$ cat src/rtl/layer2_dense_engine_if.sv
// Result stream from the layer-2 dense engine into the layer-3 input buffer.
interface layer2_dense_engine_if;
  localparam int unsigned DATA_W = 16;
  localparam int unsigned IDX_W  = 7;

  logic              out_valid;
  logic              out_ready;
  logic [DATA_W-1:0] out_data;
  logic [IDX_W-1:0]  out_idx;

  modport master (output out_valid, output out_data, output out_idx, input out_ready);
  modport slave  (input out_valid, input out_data, input out_idx, output out_ready);
endinterface

$ cat src/rtl/layer2_dense_engine.sv
// Layer-2 fully connected engine: one MAC per cycle, ReLU + Q8.8 saturation per neuron,
// results streamed out over a valid/ready handshake.
module layer2_dense_engine #(
  parameter  int unsigned IN_LEN = 64,
  parameter  int unsigned N_OUT  = 128,
  parameter  int unsigned ACC_W  = 40,
  localparam int unsigned IA_W   = $clog2(IN_LEN),
  localparam int unsigned WA_W   = $clog2(N_OUT * IN_LEN)
) (
  input  logic                  clk,
  input  logic                  rst_n,
  input  logic                  start,
  output logic                  busy,
  output logic                  done,
  output logic [IA_W-1:0]       in_addr,
  input  logic [15:0]           in_data,
  output logic [WA_W-1:0]       w_addr,
  input  logic [15:0]           w_data,
  output logic [6:0]            b_addr,
  input  logic [15:0]           b_data,
  layer2_dense_engine_if.master res
);

  localparam int unsigned NI_W = $clog2(N_OUT);

  typedef enum logic [2:0] {
    st_idle = 3'd0,
    st_bias = 3'd1,
    st_mac  = 3'd2,
    st_act  = 3'd3,
    st_out  = 3'd4,
    st_fin  = 3'd5
  } state_t;

  state_t             state_q, state_d;
  logic [NI_W-1:0]    neuron_q, neuron_d;
  logic [IA_W-1:0]    i_q, i_d;
  logic [ACC_W-1:0]   acc_q, acc_d;
  logic               busy_q, busy_d;
  logic               done_q, done_d;
  logic               valid_q, valid_d;
  logic [15:0]        data_q, data_d;
  logic [NI_W-1:0]    idx_q, idx_d;

  logic [31:0]        prod;
  logic               last_i, last_neuron, hs;

  // Q8.8 x Q8.8 -> Q16.16; both operands sign-extended so the low 32 bits are exact.
  assign prod        = $signed({{16{in_data[15]}}, in_data}) * $signed({{16{w_data[15]}}, w_data});
  assign last_i      = (i_q == IA_W'(IN_LEN - 1));
  assign last_neuron = (neuron_q == NI_W'(N_OUT - 1));
  assign hs          = valid_q & res.out_ready;

  // Addresses come only from registered counters, never from the handshake.
  assign in_addr = i_q;
  assign b_addr  = 7'(neuron_q);
  assign w_addr  = WA_W'(neuron_q) * WA_W'(IN_LEN) + WA_W'(i_q);

  assign busy          = busy_q;
  assign done          = done_q;
  assign res.out_valid = valid_q;
  assign res.out_data  = data_q;
  assign res.out_idx   = 7'(idx_q);

  // State register.
  always_ff @(posedge clk) begin
    if (!rst_n) state_q <= st_idle;
    else        state_q <= state_d;
  end

  // Next-state logic.
  always_comb begin
    state_d = state_q;
    unique case (state_q)
      st_idle: if (start) state_d = st_bias;
      st_bias: state_d = st_mac;
      st_mac:  if (last_i) state_d = st_act;
      st_act:  state_d = st_out;
      st_out:  if (hs) state_d = last_neuron ? st_fin : st_bias;
      st_fin:  state_d = st_idle;
      default: state_d = st_idle;
    endcase
  end

  // Datapath and output next values.
  always_comb begin
    neuron_d = neuron_q;
    i_d      = i_q;
    acc_d    = acc_q;
    busy_d   = busy_q;
    done_d   = 1'b0;
    valid_d  = valid_q;
    data_d   = data_q;
    idx_d    = idx_q;
    unique case (state_q)
      st_idle: begin
        if (start) begin
          neuron_d = '0;
          busy_d   = 1'b1;
        end
      end
      st_bias: begin
        acc_d = {{(ACC_W - 24){b_data[15]}}, b_data, 8'h00};
        i_d   = '0;
      end
      st_mac: begin
        acc_d = acc_q + {{(ACC_W - 32){prod[31]}}, prod};
        i_d   = last_i ? '0 : i_q + IA_W'(1);
      end
      st_act: begin
        // Non-negative acc: anything at or above bit 23 means r exceeds 0x7FFF.
        if (acc_q[ACC_W-1])       data_d = 16'h0000;
        else if (|acc_q[ACC_W-2:23]) data_d = 16'h7FFF;
        else                      data_d = acc_q[23:8];
        idx_d   = neuron_q;
        valid_d = 1'b1;
      end
      st_out: begin
        if (hs) begin
          valid_d = 1'b0;
          if (last_neuron) begin
            done_d = 1'b1;
            busy_d = 1'b0;
          end else begin
            neuron_d = neuron_q + NI_W'(1);
          end
        end
      end
      st_fin: begin
        busy_d = 1'b0;
      end
      default: begin
        valid_d = 1'b0;
      end
    endcase
  end

  // Datapath registers; reset drops any pending result.
  always_ff @(posedge clk) begin
    if (!rst_n) begin
      neuron_q <= '0;
      i_q      <= '0;
      acc_q    <= '0;
      busy_q   <= 1'b0;
      done_q   <= 1'b0;
      valid_q  <= 1'b0;
      data_q   <= '0;
      idx_q    <= '0;
    end else begin
      neuron_q <= neuron_d;
      i_q      <= i_d;
      acc_q    <= acc_d;
      busy_q   <= busy_d;
      done_q   <= done_d;
      valid_q  <= valid_d;
      data_q   <= data_d;
      idx_q    <= idx_d;
    end
  end

endmodule

$ cat src/flat_wrapper.sv
// flat-port wrapper written by rule: the top's interface ports become plain ports
module layer2_dense_engine_flat 
#(
  parameter  int unsigned IN_LEN = 64,
  parameter  int unsigned N_OUT  = 128,
  parameter  int unsigned ACC_W  = 40,
  localparam int unsigned IA_W   = $clog2(IN_LEN),
  localparam int unsigned WA_W   = $clog2(N_OUT * IN_LEN)
)
  (clk, rst_n, start, busy, done, in_addr, in_data, w_addr, w_data, b_addr, b_data, res_out_valid, res_out_data, res_out_idx, res_out_ready);
  layer2_dense_engine_if res_i ();
  input  logic clk;
  input  logic rst_n;
  input  logic start;
  output logic busy;
  output logic done;
  output logic [IA_W-1:0] in_addr;
  input  logic [15:0] in_data;
  output logic [WA_W-1:0] w_addr;
  input  logic [15:0] w_data;
  output logic [6:0] b_addr;
  input  logic [15:0] b_data;
  output wire logic [$bits(res_i.out_valid)-1:0] res_out_valid;
  output wire logic [$bits(res_i.out_data)-1:0] res_out_data;
  output wire logic [$bits(res_i.out_idx)-1:0] res_out_idx;
  input wire logic [$bits(res_i.out_ready)-1:0] res_out_ready;
  assign res_out_valid = res_i.out_valid;
  assign res_out_data = res_i.out_data;
  assign res_out_idx = res_i.out_idx;
  assign res_i.out_ready = res_out_ready;
  layer2_dense_engine #(.IN_LEN(IN_LEN), .N_OUT(N_OUT), .ACC_W(ACC_W)) u_core (.clk(clk), .rst_n(rst_n), .start(start), .busy(busy), .done(done), .in_addr(in_addr), .in_data(in_data), .w_addr(w_addr), .w_data(w_data), .b_addr(b_addr), .b_data(b_data), .res(res_i));
endmodule
$ cat config.mk
export PLATFORM = sky130hd
export DESIGN_NAME = layer2_dense_engine_flat
export DESIGN_NICKNAME = d
export VERILOG_FILES = /design/src/rtl/layer2_dense_engine_if.sv /design/src/rtl/layer2_dense_engine.sv /design/src/flat_wrapper.sv
export SDC_FILE = /design/constraint.sdc
export NUM_CORES = 1
export LEC_CHECK = 0
export BUFFER_PORTS_ARGS = -buffer_cell sky130_fd_sc_hd__buf_2
export CELL_PAD_IN_SITES_DETAIL_PLACEMENT = 1
export CELL_PAD_IN_SITES_GLOBAL_PLACEMENT = 1
export CORE_MARGIN = 5
export CORE_UTILIZATION = 49
export DETAILED_ROUTE_END_ITERATION = 7
export GPL_TIMING_DRIVEN = 0
export HOLD_SLACK_MARGIN = 0.1
export PLACE_DENSITY = 0.89
export SLEW_MARGIN = 20
export SYNTH_ARGS = -nofsm -noshare
export SYNTH_HDL_FRONTEND = slang
export SYNTH_SLANG_ARGS = --single-unit
$ cat constraint.sdc
create_clock -name clk -period 10.9 [get_ports clk]
set_input_delay 1.09 -clock clk [delete_from_list [all_inputs] [get_ports clk]]
set_output_delay 1.09 -clock clk [all_outputs]
set_load 0.02 [all_outputs]
Yosys cells after proc, flatten, opt, wreduce, memory -nomap -nowiden
Index checks and enable logic that the tools add are counted.
{"block": "classes", "n_eq_ne": 12, "n_reduce_logical": 11, "mux": 21, "n_bitwise": 2, "addsub": 4, "n_mul": 1}
{"cell": "40-bit one-hot mux with 2 select lines", "count": 1}
{"cell": "40-bit adder", "count": 1}
{"cell": "16-bit by 16-bit multiplier with 32-bit output", "count": 1}
{"cell": "16-bit two-way mux", "count": 2}
{"cell": "7-bit two-way mux", "count": 3}
{"cell": "16-bit OR reduction", "count": 1}
{"cell": "3-bit one-hot mux with 5 select lines", "count": 1}
{"cell": "7-bit one-hot mux with 2 select lines", "count": 1}
{"cell": "13-bit by 6-bit adder with 13-bit output", "count": 1}
{"cell": "3-bit two-way mux", "count": 4}
{"cell": "6-bit one-hot mux with 2 select lines", "count": 1}
{"cell": "4-bit AND reduction", "count": 2}
{"cell": "7-bit by 1-bit adder with 7-bit output (second input constant)", "count": 1}
{"cell": "7-bit equality test (second input constant)", "count": 1}
{"cell": "6-bit by 1-bit adder with 6-bit output (second input constant)", "count": 1}
{"cell": "3-bit by 2-bit equality test with 1-bit output (second input constant)", "count": 2}
{"cell": "3-bit equality test (second input constant)", "count": 2}
{"cell": "6-bit equality test (second input constant)", "count": 1}
{"cell": "6-bit two-way mux", "count": 1}
{"cell": "2-bit by 1-bit != test with 1-bit output (second input constant)", "count": 3}
{"cell": "1-bit one-hot mux with 3 select lines", "count": 2}
{"cell": "3-bit AND reduction", "count": 2}
{"cell": "1-bit two-way mux", "count": 5}
{"cell": "2-bit != test (second input constant)", "count": 2}
{"cell": "other kinds (8)", "count": 9}
{"block": "totals", "input_bits": 52, "word_cells": 60, "out_inout_bits": 52, "ff_bits": 82}

Longest topological paths before layout
{"block": "logic_depth", "depth_word": 4, "mapped_depth": 35, "ltp_nobuf": 34}

Worst setup path before layout
OpenSTA, ideal clock, no wires.
{"block": "synth_path", "path_type": "input to register", "from": "input port in_data[15]", "to": "register u_core.acc_q[39]", "n_path_buf": 1, "setup_slack_ps": 1750, "cell_stages": 30, "required_ps": 10834, "setup_ps": 66, "arrival_time_ps": 9084, "cell_sequence": "clkbuf_1 > nand2_1 > inv_1 > fa_1 > fa_1 > fa_1 > fa_1 > fa_1 > inv_1 > fa_1 > inv_1 > ha_1 > and4_1 > and3_1 > a32o_1 > o311a_1 > a211o_1 > a21oi_2 > xnor2_1 > ha_1 > a21o_1 > a21o_1 > a21oi_1 > o21bai_1 > a2111o_1 > a2111oi_0 > nor2_1 > xnor2_1 > nand2_1 > a21boi_2"}
{"block": "synth_via", "elab_chain_len": 3}
{"element": "start: declaration", "line_no": "flat_wrapper.sv:18", "text": "input logic [15:0] in_data;"}
{"element": "16-bit by 16-bit multiplier with 32-bit output", "line_no": "layer2_dense_engine.sv:49", "text": "assign prod = $signed({{16{in_data[15]}}, in_data}) * $signed({{16{w_data[15]}}, w_data});"}
{"element": "40-bit adder", "line_no": "layer2_dense_engine.sv:107", "text": "acc_d = acc_q + {{(ACC_W - 32){prod[31]}}, prod};"}
{"element": "40-bit one-hot mux with 2 select lines", "line_no": "layer2_dense_engine.sv:95", "text": "unique case (state_q)"}
{"element": "end signal: assignment", "line_no": "layer2_dense_engine.sv:143", "text": "acc_q <= '0;"}
{"element": "end signal: assignment", "line_no": "layer2_dense_engine.sv:152", "text": "acc_q <= acc_d;"}
{"element": "end: declaration", "line_no": "layer2_dense_engine.sv:38", "text": "logic [ACC_W-1:0] acc_q, acc_d;"}
Every way passes these cells.
A chain may end at the register's enable or synchronous reset.

Worst setup path after layout
{"block": "layout_path", "from": "input port w_data[1]", "to": "register u_core.acc_q[39]"}
{"block": "layout_via", "elab_chain_len": 3}
{"element": "start: declaration", "line_no": "flat_wrapper.sv:20", "text": "input logic [15:0] w_data;"}
{"element": "16-bit by 16-bit multiplier with 32-bit output", "line_no": "layer2_dense_engine.sv:49"}
{"element": "40-bit adder", "line_no": "layer2_dense_engine.sv:107"}
{"element": "40-bit one-hot mux with 2 select lines", "line_no": "layer2_dense_engine.sv:95"}
Every way passes these cells.

==> results.cfg <==
[outcome]
outcome = finished clean

[clock_tree]
h-tree-depth = 3
ctsHoldBuffers = 0
post_cts_buffers = 0
clock_sinks = 82
clockBufferDepth = 2
cts_root_buf = clkbuf_16
numCtsBuffers = 9
cts_tree = yes
clk_pin_slew_ns = 0.08
insertion_delay_ns = 0.36
cts_resized = 0

[final_layout]
design_area_um2 = 16500
n_fill_cell = 3704
final_util_pct = 54.0
area_growth_pct = 8.64
fin_nets = 2320
drive_above_1_share_pct = 7.90

[synth]
yosysUniqueCellTypes = 70
synth_edf_count = 0
ys_ff_latch = 82
async_reset_ff_share_pct = 0
syn_area_per_cell_um2 = 8.60
syn_inst = 1768
syn_nets = 2208
ys_warn_count = 0
netlist_area_um2 = 15200
synthFlopType = dfxtp_1
seq_area_frac_synth_pct = 10.8

[sta]
period_needed_ns = 10.40
hold_violations = 0
fmax_mhz = 96.1
setup_viol = 0
skew_ns = 0.0119
final.setup.tns_ns = 0
slew_headroom_pct = 27.7
slew_violations = 0
rsz0062_at_grt = false
fin_crit_sh_pct = 95.4
holdWs_ns = 0.473
tightestPinTransition_ns = 1.08

[floorplan]
fp-row-count = 64
initial_core_util_pct = 49.7
coreArea_um2 = 30600
ios = 104
die_h_um = 186
die_area_um2 = 34700
die_w_um = 186

[place]
gp_congestion = 0.966
postPlaceCellArea_um2 = 16200
hpwl_um = 41400
placement.io_buffers = 102

[worst_setup_path]
path_buf_inv = 5
crit_path_frequent_cell = fa_1
slowest_stage = fa_1
critPathKind = input pin to register
end_kind = register
cp_top_family = adder cells
startpoint_type = input pin
reg2reg_from = u_core.acc_q[0]$_SDFFE_PN0P_
required_ns = 11.18
cp_max_fo = 10
cp_slowest_stage_delay_ns = 0.91
crit_start = w_data[1]
worstPathArrival_ns = 10.69

[detailed_routing]
first_iter_violations = 826
viasPerCell = 5.61
dr.pass1.iters = 5
wl_um = 48200
drc_errors = 0
vias = 12810
drtAntennaViolNets = 0
wire_per_inst_um = 21.1

[run]
maxCapViolCount = 0

[worst_hold_path]
holdCritStartpoint = u_core.res.out_idx[1]$_SDFFE_PN0P_
hold_class = register to register

[global_routing]
grt_pass1_wl_um = 79100
grt_antenna_before_repair = 4
overflow = 0
grt_usage_pct = 28.8
grt_pass1_vias = 14774
grt_max_degree = 19
-- cell families after synthesis --
logic type	after synthesis	synth area share (%)
multiplexers	3	0.206
buffers and inverters	379	9.71
XOR/XNOR	72	4.15
AO/OA/AOI/OAI	291	12.4
flip-flops	82	10.8
adder cells (fa/ha/maj)	388	44.9
AND/OR/NAND/NOR	553	17.8
-- sequential cells by signal, summed over array words and instances (netlist names) --
name	cells
u_core.res.out_data	16
u_core.done	1
u_core.in_addr	6
u_core.busy	1
u_core.b_addr	7
u_core.acc_q	40
u_core.res.out_idx	7
u_core.res.out_valid	1
u_core.state_q	3
-- layout make-up --
cell class | count | area [um2] | share of cell area (%)
multi-input combinational | 1307 | 12100 | 73.2
sequential | 82 | 1640 | 9.93
inverter | 300 | 1130 | 6.81
timing repair buffer | 102 | 510 | 3.09
tap | 396 | 495 | 3.00
buffer | 78 | 347 | 2.10
clock buffer | 9 | 225 | 1.36
clock inverter | 7 | 81.3 | 0.492
antenna | 2 | 5.00 | 0.0303
-- worst paths after layout --
kind	to	slack [ns]	depth (start not counted)
setup / recovery	u_core.acc_q[39]$_SDFFE_PN0P_	0.50	31
hold / removal	u_core.res.out_idx[1]$_SDFFE_PN0P_	0.47	2
setup reg to reg	u_core.acc_q[36]$_SDFFE_PN0P_	7.57	13
hold reg to reg	u_core.res.out_idx[1]$_SDFFE_PN0P_	0.47	2
-- routing by layer --
metal | global-route usage, % | wire, um
met3 | 4.12 | 2770
met1 | 36.1 | 19400
met5 | 0 | 46
met4 | 10.4 | 1860
met2 | 51.0 | 24100
-- per-stage QoR --
stage / setup slack, ns / std cells
floorplan: 1.75 / 1768
global placement: 0.459 / 2266
detailed placement: 0.138 / 2266
CTS: 0.437 / 2282
global route: 0.0261 / 2281
finish: 0.498 / 2283
-- Yosys cell counts, types with 43 or more instances --
| master | n | area share, % |
|---|---|---|
| a21oi_1 | 97 | 3.2 |
| and2_1 | 130 | 5.3 |
| clkbuf_1 | 60 | 1.5 |
| dfxtp_1 | 82 | 11 |
| fa_1 | 263 | 35 |
| ha_1 | 125 | 10 |
| inv_1 | 300 | 7.4 |
| nand2_1 | 199 | 4.9 |
| nor2_1 | 91 | 2.2 |
| nor2b_1 | 43 | 1.8 |
| o21ai_0 | 55 | 1.8 |
| xnor2_1 | 50 | 2.9 |
-- tightest hold or removal path: cells and delay by family (launching register included) --
kind	cells	cell delay, ns
AOI/OAI and AO/OA	1	0.06
DFF	1	0.31
and+or+nand+nor	1	0.05
-- layout by cell type (no fill, tap or decap), drive strengths merged, types with 68 or more instances in the layout --
| cell | instances |
|---|---|
| and2 | 130 |
| ha | 125 |
| dfxtp | 82 |
| clkbuf | 68 |
| inv | 303 |
| a21oi | 99 |
| fa | 263 |
| buf | 121 |
| nand2 | 199 |
| nor2 | 91 |
Power is left out: the tool's default activity adds up to more than one toggle a clock period on the data nets, which glitch-free logic cannot reach.
